--- config.mk ---
export PLATFORM = sky130hd
export DESIGN_NAME = acc_serializer
export DESIGN_NICKNAME = d
export VERILOG_FILES = /design/src/rtl/acc_serializer.sv
export SDC_FILE = /design/constraint.sdc
export NUM_CORES = 2
export LEC_CHECK = 0
export ABC_AREA = 0
export ABC_CLOCK_PERIOD_IN_PS = 3370
export CORE_MARGIN = 5
export CORE_UTILIZATION = 55
export CTS_BUF_LIST = sky130_fd_sc_hd__clkbuf_4 sky130_fd_sc_hd__clkbuf_8 sky130_fd_sc_hd__clkbuf_16
export DETAILED_ROUTE_END_ITERATION = 12
export HOLD_SLACK_MARGIN = 0.08
export PLACE_DENSITY_LB_ADDON = 0.08
export SLEW_MARGIN = 20
export SYNTH_ARGS = -nofsm -noshare
export SYNTH_HDL_FRONTEND = slang
export SYNTH_SLANG_ARGS = --single-unit
--- constraint.sdc ---
create_clock -name clk -period 3.37 [get_ports clk]
set_clock_uncertainty 0.1 [all_clocks]
set_input_delay 0.5055 -clock clk [delete_from_list [all_inputs] [get_ports clk]]
set_output_delay 0.5055 -clock clk [all_outputs]
set_load 0.02 [all_outputs]
--- src/rtl/acc_serializer.sv ---
`default_nettype none
// ============================================================================
// Module      : acc_serializer
// Description : Reads accumulator words from a source SRAM (LANES lanes of
//               DATA_WIDTH bits per word), applies a per-lane output transform
//               (KEEP / ZERO / RELU / ASHR) and streams every lane LSB-first
//               over a ready/enable serial interface. One word is prefetched
//               into a holding register so words stream without gaps.
// Revision    : 1.0 - initial release
// ============================================================================
module acc_serializer #(
    parameter int DATA_WIDTH = 32,
    parameter int LANES      = 4,
    parameter int SRAM_DEPTH = 1024,
    localparam int AW        = $clog2(SRAM_DEPTH),
    localparam int SW        = $clog2(DATA_WIDTH)
) (
    input  logic                        clk,
    input  logic                        reset,
    output logic                        sram_en,
    output logic [AW-1:0]               sram_addr,
    input  logic [LANES*DATA_WIDTH-1:0] sram_data,
    input  logic                        shift_start,
    output logic                        shift_idle,
    input  logic [1:0]                  shift_ctrl,
    input  logic [SW-1:0]               shift_amt,
    input  logic [AW-1:0]               start_addr,
    input  logic [AW-1:0]               img_size,
    input  logic                        serial_ready,
    output logic [LANES-1:0]            serial_output,
    output logic                        serial_start,
    output logic                        serial_en
);

    localparam int            c_WW       = LANES * DATA_WIDTH;
    localparam logic [1:0]    c_KEEP     = 2'd0;
    localparam logic [1:0]    c_ZERO     = 2'd1;
    localparam logic [1:0]    c_RELU     = 2'd2;
    localparam logic [1:0]    c_ASHR     = 2'd3;
    localparam logic [1:0]    c_IDLE     = 2'd0;
    localparam logic [1:0]    c_FETCH    = 2'd1;
    localparam logic [1:0]    c_STREAM   = 2'd2;
    localparam logic [1:0]    c_DRAIN    = 2'd3;
    localparam logic [SW-1:0] c_LAST_BIT = SW'(DATA_WIDTH - 1);
    localparam logic [AW:0]   c_CNT_ONE  = (AW+1)'(1);

    logic [1:0]       r_state;
    logic [1:0]       w_state_nxt;
    logic [1:0]       r_mode;
    logic [SW-1:0]    r_amt;
    logic [AW-1:0]    r_addr;
    logic [AW:0]      r_reads_left;
    logic [AW:0]      r_words_left;
    logic [c_WW-1:0]  r_cur;
    logic             r_cur_vld;
    logic [c_WW-1:0]  r_hold;
    logic             r_hold_vld;
    logic             r_rd_pend;
    logic [SW-1:0]    r_bit;

    logic [c_WW-1:0]  w_in;
    logic [c_WW-1:0]  w_word;
    logic [LANES-1:0] w_bits;
    logic             w_active;
    logic             w_accept;
    logic             w_full;
    logic             w_fetch;
    logic             w_have;
    logic             w_xfer;
    logic             w_word_done;
    logic             w_final;
    logic             w_last_fetch;

    assign w_active = (r_state != c_IDLE);
    assign w_accept = (r_state == c_IDLE) & shift_start;

    // Two of {current word, holding word, read in flight} occupy all storage.
    assign w_full = (r_cur_vld & r_hold_vld) | (r_cur_vld & r_rd_pend) | (r_hold_vld & r_rd_pend);

    // Reads (real or, in ZERO mode, virtual) keep the same cadence in every mode.
    assign w_fetch      = ((r_state == c_FETCH) | (r_state == c_STREAM)) & (r_reads_left != '0) & ~w_full;
    assign w_last_fetch = (r_reads_left == '0) | (w_fetch & (r_reads_left == c_CNT_ONE));

    // A word arriving from SRAM is presented directly while the word register is empty.
    assign w_have      = r_cur_vld | r_rd_pend;
    assign w_word      = r_cur_vld ? r_cur : w_in;
    assign w_xfer      = w_active & w_have & serial_ready;
    assign w_word_done = w_xfer & (r_bit == c_LAST_BIT);
    assign w_final     = w_word_done & (r_words_left == c_CNT_ONE);

    genvar k;
    generate
        for (k = 0; k < LANES; k++) begin : g_lane
            logic [DATA_WIDTH-1:0] w_raw;
            logic [DATA_WIDTH-1:0] w_lane_in;
            logic [DATA_WIDTH-1:0] w_cur_lane;

            assign w_raw = sram_data[k*DATA_WIDTH +: DATA_WIDTH];

            // Output transform applied as the word is loaded.
            always_comb begin
                w_lane_in = w_raw;
                case (r_mode)
                    c_KEEP:  w_lane_in = w_raw;
                    c_ZERO:  w_lane_in = '0;
                    c_RELU:  w_lane_in = w_raw[DATA_WIDTH-1] ? '0 : w_raw;
                    c_ASHR:  w_lane_in = $signed(w_raw) >>> r_amt;
                    default: w_lane_in = w_raw;
                endcase
            end

            assign w_in[k*DATA_WIDTH +: DATA_WIDTH] = w_lane_in;
            assign w_cur_lane = w_word[k*DATA_WIDTH +: DATA_WIDTH];
            assign w_bits[k]  = w_cur_lane[r_bit];
        end
    endgenerate

    // Next-state logic; completing the final bit returns to IDLE from any state.
    always_comb begin
        w_state_nxt = r_state;
        case (r_state)
            c_IDLE:   if (shift_start) w_state_nxt = c_FETCH;
            c_FETCH:  if (r_rd_pend) w_state_nxt = w_last_fetch ? c_DRAIN : c_STREAM;
            c_STREAM: if (w_last_fetch) w_state_nxt = c_DRAIN;
            c_DRAIN:  w_state_nxt = c_DRAIN;
            default:  w_state_nxt = c_IDLE;
        endcase
        if (w_final) w_state_nxt = c_IDLE;
    end

    // State register.
    always_ff @(posedge clk) begin
        if (reset) r_state <= c_IDLE;
        else       r_state <= w_state_nxt;
    end

    // Transfer configuration, address/count tracking and word storage.
    always_ff @(posedge clk) begin
        if (reset) begin
            r_mode       <= c_KEEP;
            r_amt        <= '0;
            r_addr       <= '0;
            r_reads_left <= '0;
            r_words_left <= '0;
            r_cur        <= '0;
            r_cur_vld    <= 1'b0;
            r_hold       <= '0;
            r_hold_vld   <= 1'b0;
            r_rd_pend    <= 1'b0;
            r_bit        <= '0;
        end else if (w_accept) begin
            r_mode       <= shift_ctrl;
            r_amt        <= shift_amt;
            r_addr       <= start_addr;
            r_reads_left <= {1'b0, img_size} + c_CNT_ONE;
            r_words_left <= {1'b0, img_size} + c_CNT_ONE;
            r_cur_vld    <= 1'b0;
            r_hold_vld   <= 1'b0;
            r_rd_pend    <= 1'b0;
            r_bit        <= '0;
        end else begin
            r_rd_pend <= w_fetch;
            if (w_fetch) begin
                r_addr       <= r_addr + AW'(1);
                r_reads_left <= r_reads_left - c_CNT_ONE;
            end
            if (w_xfer) r_bit <= (r_bit == c_LAST_BIT) ? '0 : r_bit + SW'(1);
            if (w_word_done) r_words_left <= r_words_left - c_CNT_ONE;

            if (r_cur_vld) begin
                if (w_word_done) begin
                    if (r_hold_vld) begin
                        r_cur      <= r_hold;
                        r_hold_vld <= r_rd_pend;
                        if (r_rd_pend) r_hold <= w_in;
                    end else if (r_rd_pend) begin
                        r_cur <= w_in;
                    end else begin
                        r_cur_vld <= 1'b0;
                    end
                end else if (r_rd_pend) begin
                    r_hold     <= w_in;
                    r_hold_vld <= 1'b1;
                end
            end else if (r_rd_pend) begin
                r_cur     <= w_in;
                r_cur_vld <= ~w_word_done;
            end
        end
    end

    assign sram_en       = w_fetch & (r_mode != c_ZERO);
    assign sram_addr     = r_addr;
    assign shift_idle    = (r_state == c_IDLE);
    assign serial_en     = w_active & w_have;
    assign serial_start  = serial_en & (r_bit == '0);
    assign serial_output = serial_en ? w_bits : '0;

endmodule
`default_nettype wire
### Word level (Yosys, flattened, before mapping)

Index checks and enable logic that the tools add are counted.

| cells by class | value |
|---|---|
| add/subtract/negate cells | 5 |
| $lt $le $gt $ge | 1 |
| eq/ne operators | 15 |
| shift-type cells | 4 |
| multiplexer cells | 45 |
| bitwise operators | 21 |
| reductions and logical operators | 15 |

Operators with widths:

| kind | number |
|---|---|
| two-way mux 128 bit | 8 |
| case mux 32 bit (4 select lines) | 4 |
| >>> shifter 32 x 5 -> 32 bit | 4 |
| two-way mux 31 bit | 4 |
| two-way mux 11 bit | 4 |
| == test 11 x 1 -> 1 bit (second input constant) | 2 |
| subtractor 11 x 1 -> 11 bit (second input constant) | 2 |
| binary-select mux 1 bit (select 5 bit) | 4 |
| two-way mux 10 bit | 2 |
| AND 1 bit | 13 |
| two-way mux 1 bit | 13 |
| adder 10 x 1 -> 11 bit (second input constant) | 1 |
| zero test 11 bit | 1 |
| nonzero test 11 bit | 1 |
| adder 10 x 1 -> 10 bit (second input constant) | 1 |
| == test 2 bit (second input constant) | 4 |
| != test 2 bit (second input constant) | 4 |
| case mux 2 bit (4 select lines) | 1 |
| nonzero test 2 bit | 4 |
| less-than comparator 5 x 6 -> 1 bit (second input constant) | 1 |
| two-way mux 2 bit | 3 |
| AND reduction 3 bit | 2 |
| adder 5 x 1 -> 5 bit (second input constant) | 1 |
| == test 5 bit (second input constant) | 1 |
| other kinds (10) | 21 |

| storage, ports and cells | value |
|---|---|
| register bits | 305 |
| output and inout bits | 18 |

### Depth between registers and ports, before layout

| logic depth | value |
|---|---|
| word-level depth | 10 |
| depth in mapped cells | 13 |

### Worst setup path after synthesis

Ideal clock, no wire load.

| path | value |
|---|---|
| kind | register to output |
| start point | register r_amt[0] |
| end point | output serial_output[0] |
| data arrival time | 2.860 ns |
| data required time | 2.764 ns |
| slack | -0.096 ns |
| stages on the path, launching flop included | 11 |
| path buffers | 4 |
| cell sequence | dfxtp_1 buf_2 buf_6 buf_4 buf_4 mux4_2 a32oi_1 a32oi_1 a221oi_2 a41oi_1 a311oi_1 |

| on the way | value |
|---|---|
| word-level cells in the longest chain between the ends | 6 |

RTL lines:

| element | line | RTL |
|---|---|---|
| from (decl) | 50 | `logic [SW-1:0] r_amt;` |
| from (signal assigned) | 153 | `r_amt <= shift_amt;` |
| >>> shifter 32 x 5 -> 32 bit | 107 | `c_ASHR: w_lane_in = $signed(w_raw) >>> r_amt;` |
| case mux 32 bit (4 select lines) | 103 | `case (r_mode)` |
| two-way mux 128 bit | 86 | `assign w_word = r_cur_vld ? r_cur : w_in;` |
| binary-select mux 1 bit (select 5 bit) | 114 | `assign w_bits[k] = w_cur_lane[r_bit];` |
| two-way mux 1 bit (implied by the code) | 114 |  |
| two-way mux 4 bit | 197 | `assign serial_output = serial_en ? w_bits : '0;` |
| to (decl) | 30 | `output logic [LANES-1:0] serial_output,` |

Every way passes these cells. The select of a mux whose other input is x is not followed.

### Worst setup path after layout

| path | value |
|---|---|
| start point | register r_amt[1] |
| end point | output serial_output[3] |

The elaborated chain is that of the path after synthesis.

==> flow_summary.json <==
{
  "synthArstFlopShare": 0,
  "regArea_sq_mm": 0.006131,
  "critPathRequiredTime_ns": 2.76,
  "drv_cap": 0,
  "synth_top_area_cell": "dfxtp_1",
  "synth_edf_count": 0,
  "cts_made_buffers": 28,
  "netlist.area_leader.share": 0.2447,
  "drtIter0Drc": 6102,
  "crit_path_end_kind": "output port",
  "cts_tree": "built",
  "ys_seq_elements": 305,
  "cts_sinks": 305,
  "rsz0062_at_grt": "yes",
  "setup_ws_ns": -1.012,
  "start_util": 0.5534,
  "tns_ns": -3.917,
  "hold_slack_ns": 0.3653,
  "drc": 0,
  "synth_area_sq_mm": 0.02495,
  "antenna_found_initial": 3,
  "nFillCells": 3112,
  "final_common_cell": "buf_4",
  "violations": "negative setup slack",
  "grt_overflow": 0,
  "coreArea_sq_mm": 0.04509,
  "holdPathStages": 2,
  "htreeDepth": 1,
  "ir_drop_v": 0.0006715,
  "multiInputGateArea_sq_mm": 0.01814,
  "critPathArrivalTime_ns": 3.78,
  "leakagePower_nw": 13.48,
  "grt_util_all_layers": 0.4785,
  "routedWlPerCell_um": 29.62,
  "syn_to_final_growth_pct": 39.89,
  "cp_max_fo": 15,
  "ys.flop_type": "dfxtp_1",
  "slew_headroom": 0.3372,
  "clock_tree.buffer_depth": 3,
  "io_pins": 177,
  "clk_transition_reported_paths_ns": 0.07,
  "rrSetupSlack_ns": 0.09,
  "hold_viol_final": 0,
  "dpl_cell_area_sq_mm": 0.03229,
  "fp.dieH_um": 223.0,
  "yosysWarnings": 0,
  "postSynthCellCount": 3058,
  "tightest_slew_ns": 0.9942,
  "setup_violations": 4,
  "min_to": "r_hold[48]$_SDFFE_PP0P_",
  "synth.yosys.seq_area_share": 0.2447,
  "synth.area.top_cells": "dfxtp_1 (24%), mux4_2 (14%), nor2_1 (6.6%)",
  "power.density_mw_per_mm2": 591.7,
  "drt_first_pass_iters": 10,
  "final_nets": 3946,
  "dieArea_sq_mm": 0.04972,
  "gp_congestion": 1.119,
  "min_path_type": "reg -> reg",
  "core.rowCount": 78,
  "num_antenna_cells": 0,
  "rr_startpoint": "r_bit[0]$_SDFFE_PP0P_",
  "post-route-period-util": 1.300,
  "status": "finished, violations left",
  "grt_pass1_vias": 30710,
  "final_cell_mix": "buf_4 (769), nor2_1 (432), dfxtp_1 (297), nand2_1 (275), a211oi_1 (198)",
  "final_area_sq_mm": 0.03490,
  "max_freq_ghz": 0.2282,
  "routed_wl_mm": 130.2,
  "min_period_ns": 4.382,
  "min_from": "r_hold[48]$_SDFFE_PP0P_",
  "crit_type": "reg -> out",
  "netlist-cell-type-count": 91,
  "die_width_um": 223.0,
  "r2r_end": "r_cur[67]$_SDFFE_PP0P_",
  "viasPerCell": 7.342,
  "drive_gt1_frac": 0.3360,
  "worstSkewPairLatency_ns": 0.58,
  "worst_setup_path_start_kind": "flip-flop",
  "syn_nets": 3231,
  "r2r_cells": 12,
  "syn_area_per_cell_sq_um": 8.159,
  "vias": 32270,
  "grt_pass1_wl_mm": 186.1,
  "portBuffers": 176,
  "grt_start_max_net_pins": 129,
  "hold_buffers": 0,
  "hpwl_mm": 90.99,
  "cts_root_buf": "clkbuf_16",
  "slew_viol_final": 0,
  "postRouteAntennaNets": 0
}
[how the worst max path moves through the flow]
stage / cells past startpoint / from / endpoint
global route: 13 / r_amt[1]$_SDFFE_PP0P_ / serial_output[2]
detailed placement: 14 / sram_data[95] / serial_output[2]
floorplan: 11 / r_amt[1]$_SDFFE_PP0P_ / serial_output[3]
global placement: 14 / sram_data[95] / serial_output[2]
finish: 12 / r_amt[1]$_SDFFE_PP0P_ / serial_output[3]
CTS: 12 / r_amt[1]$_SDFFE_PP0P_ / serial_output[2]
[worst max-delay path: stages, from the launching register on]
cell,delay [ns]
dfxtp_4,0.38
buf_12,0.16
buf_16,0.17
mux4_2,0.54
mux2_4,0.35
a22o_1,0.25
a211oi_4,0.32
buf_4,0.19
mux2i_1,0.11
a311oi_2,0.28
or3_4,0.19
a32oi_2,0.07
buf_4,0.19
[metrics by stage]
| stage | power [W] | utilization | setup slack (ns) | instances |
|---|---|---|---|---|
| 2_1_floorplan | 0.01081 | - | 0.03246 | 3058 |
| 3_3_place_gp | 0.01538 | 0.7161 | -1.342 | 4276 |
| 3_5_place_dp | 0.01569 | 0.7161 | -1.390 | 4276 |
| 4_1_cts | 0.01957 | 0.7575 | -0.8884 | 4363 |
| 5_1_grt | 0.02121 | 0.7741 | -1.079 | 4395 |
| 6_report | 0.02065 | 0.7741 | -1.012 | 4395 |
[power by group]
group | internal (W) | total [W] | leakage (nW) | switching, W
Combinational | 0.00545 | 0.0124 | 10.5 | 0.00699
Sequential | 0.00426 | 0.00479 | 2.48 | 0.000537
Clock | 0.00189 | 0.00342 | 0.488 | 0.00153
Total | 0.0116 | 0.0207 | 13.5 | 0.00906
[synth_stat cells, types with 43 or more instances]
cell	count
nor2_1	436
dfxtp_1	305
nand2_1	279
a211oi_1	208
clkbuf_1	202
o21ai_0	167
mux4_2	158
a21oi_1	146
mux2i_1	128
nor3_1	115
o22ai_1	102
mux2_2	60
buf_2	47
nand3_1	43
[registers in the layout (all words and copies together), names as in the netlist]
| signal | cells |
|---|---|
| r_state | 2 |
| r_hold | 128 |
| r_bit | 5 |
| r_cur_vld | 1 |
| r_words_left | 11 |
| r_cur | 128 |
| r_amt | 5 |
| r_mode | 2 |
| r_rd_pend | 1 |
| sram_addr | 10 |
| r_hold_vld | 1 |
| r_reads_left | 11 |
[layer usage]
layer / routed length [um] / GRT usage / vias to the layer above
li1: - / - / 13122
met3: 16180 / 0.1141 / 960
met4: 14210 / 0.3759 / 4
met5: 69 / 0 / -
met1: 43570 / 0.5681 / 15206
met2: 56160 / 0.7439 / 2978
[final cells by class]
| type | instances | share of cell area |
|---|---|---|
| multi-input cells | 2401 | 0.5197 |
| repair buffers | 1011 | 0.2527 |
| flip-flops and latches | 305 | 0.1757 |
| clock buffers | 38 | 0.02380 |
| well taps | 600 | 0.02151 |
| clock inverters | 14 | 0.003800 |
| inverters | 26 | 0.002868 |
[cell families after synthesis]
logic type / synth area share
AO/OA/AOI/OAI: 0.2756
AND/OR/NAND/NOR: 0.1771
multiplexers: 0.2215
adder cells (fa/ha/maj): 0.007021
XOR/XNOR: 0.009127
buffers and inverters: 0.06494
flip-flops: 0.2447
[timing repair]
action	4_1_cts	5_1_grt
endpoints found under the setup margin	94	211
gates resized for setup	132	89
buffers inserted	29	28
pin swaps	30	47
cloned	6	6
Power figures use the tool's default switching activity.
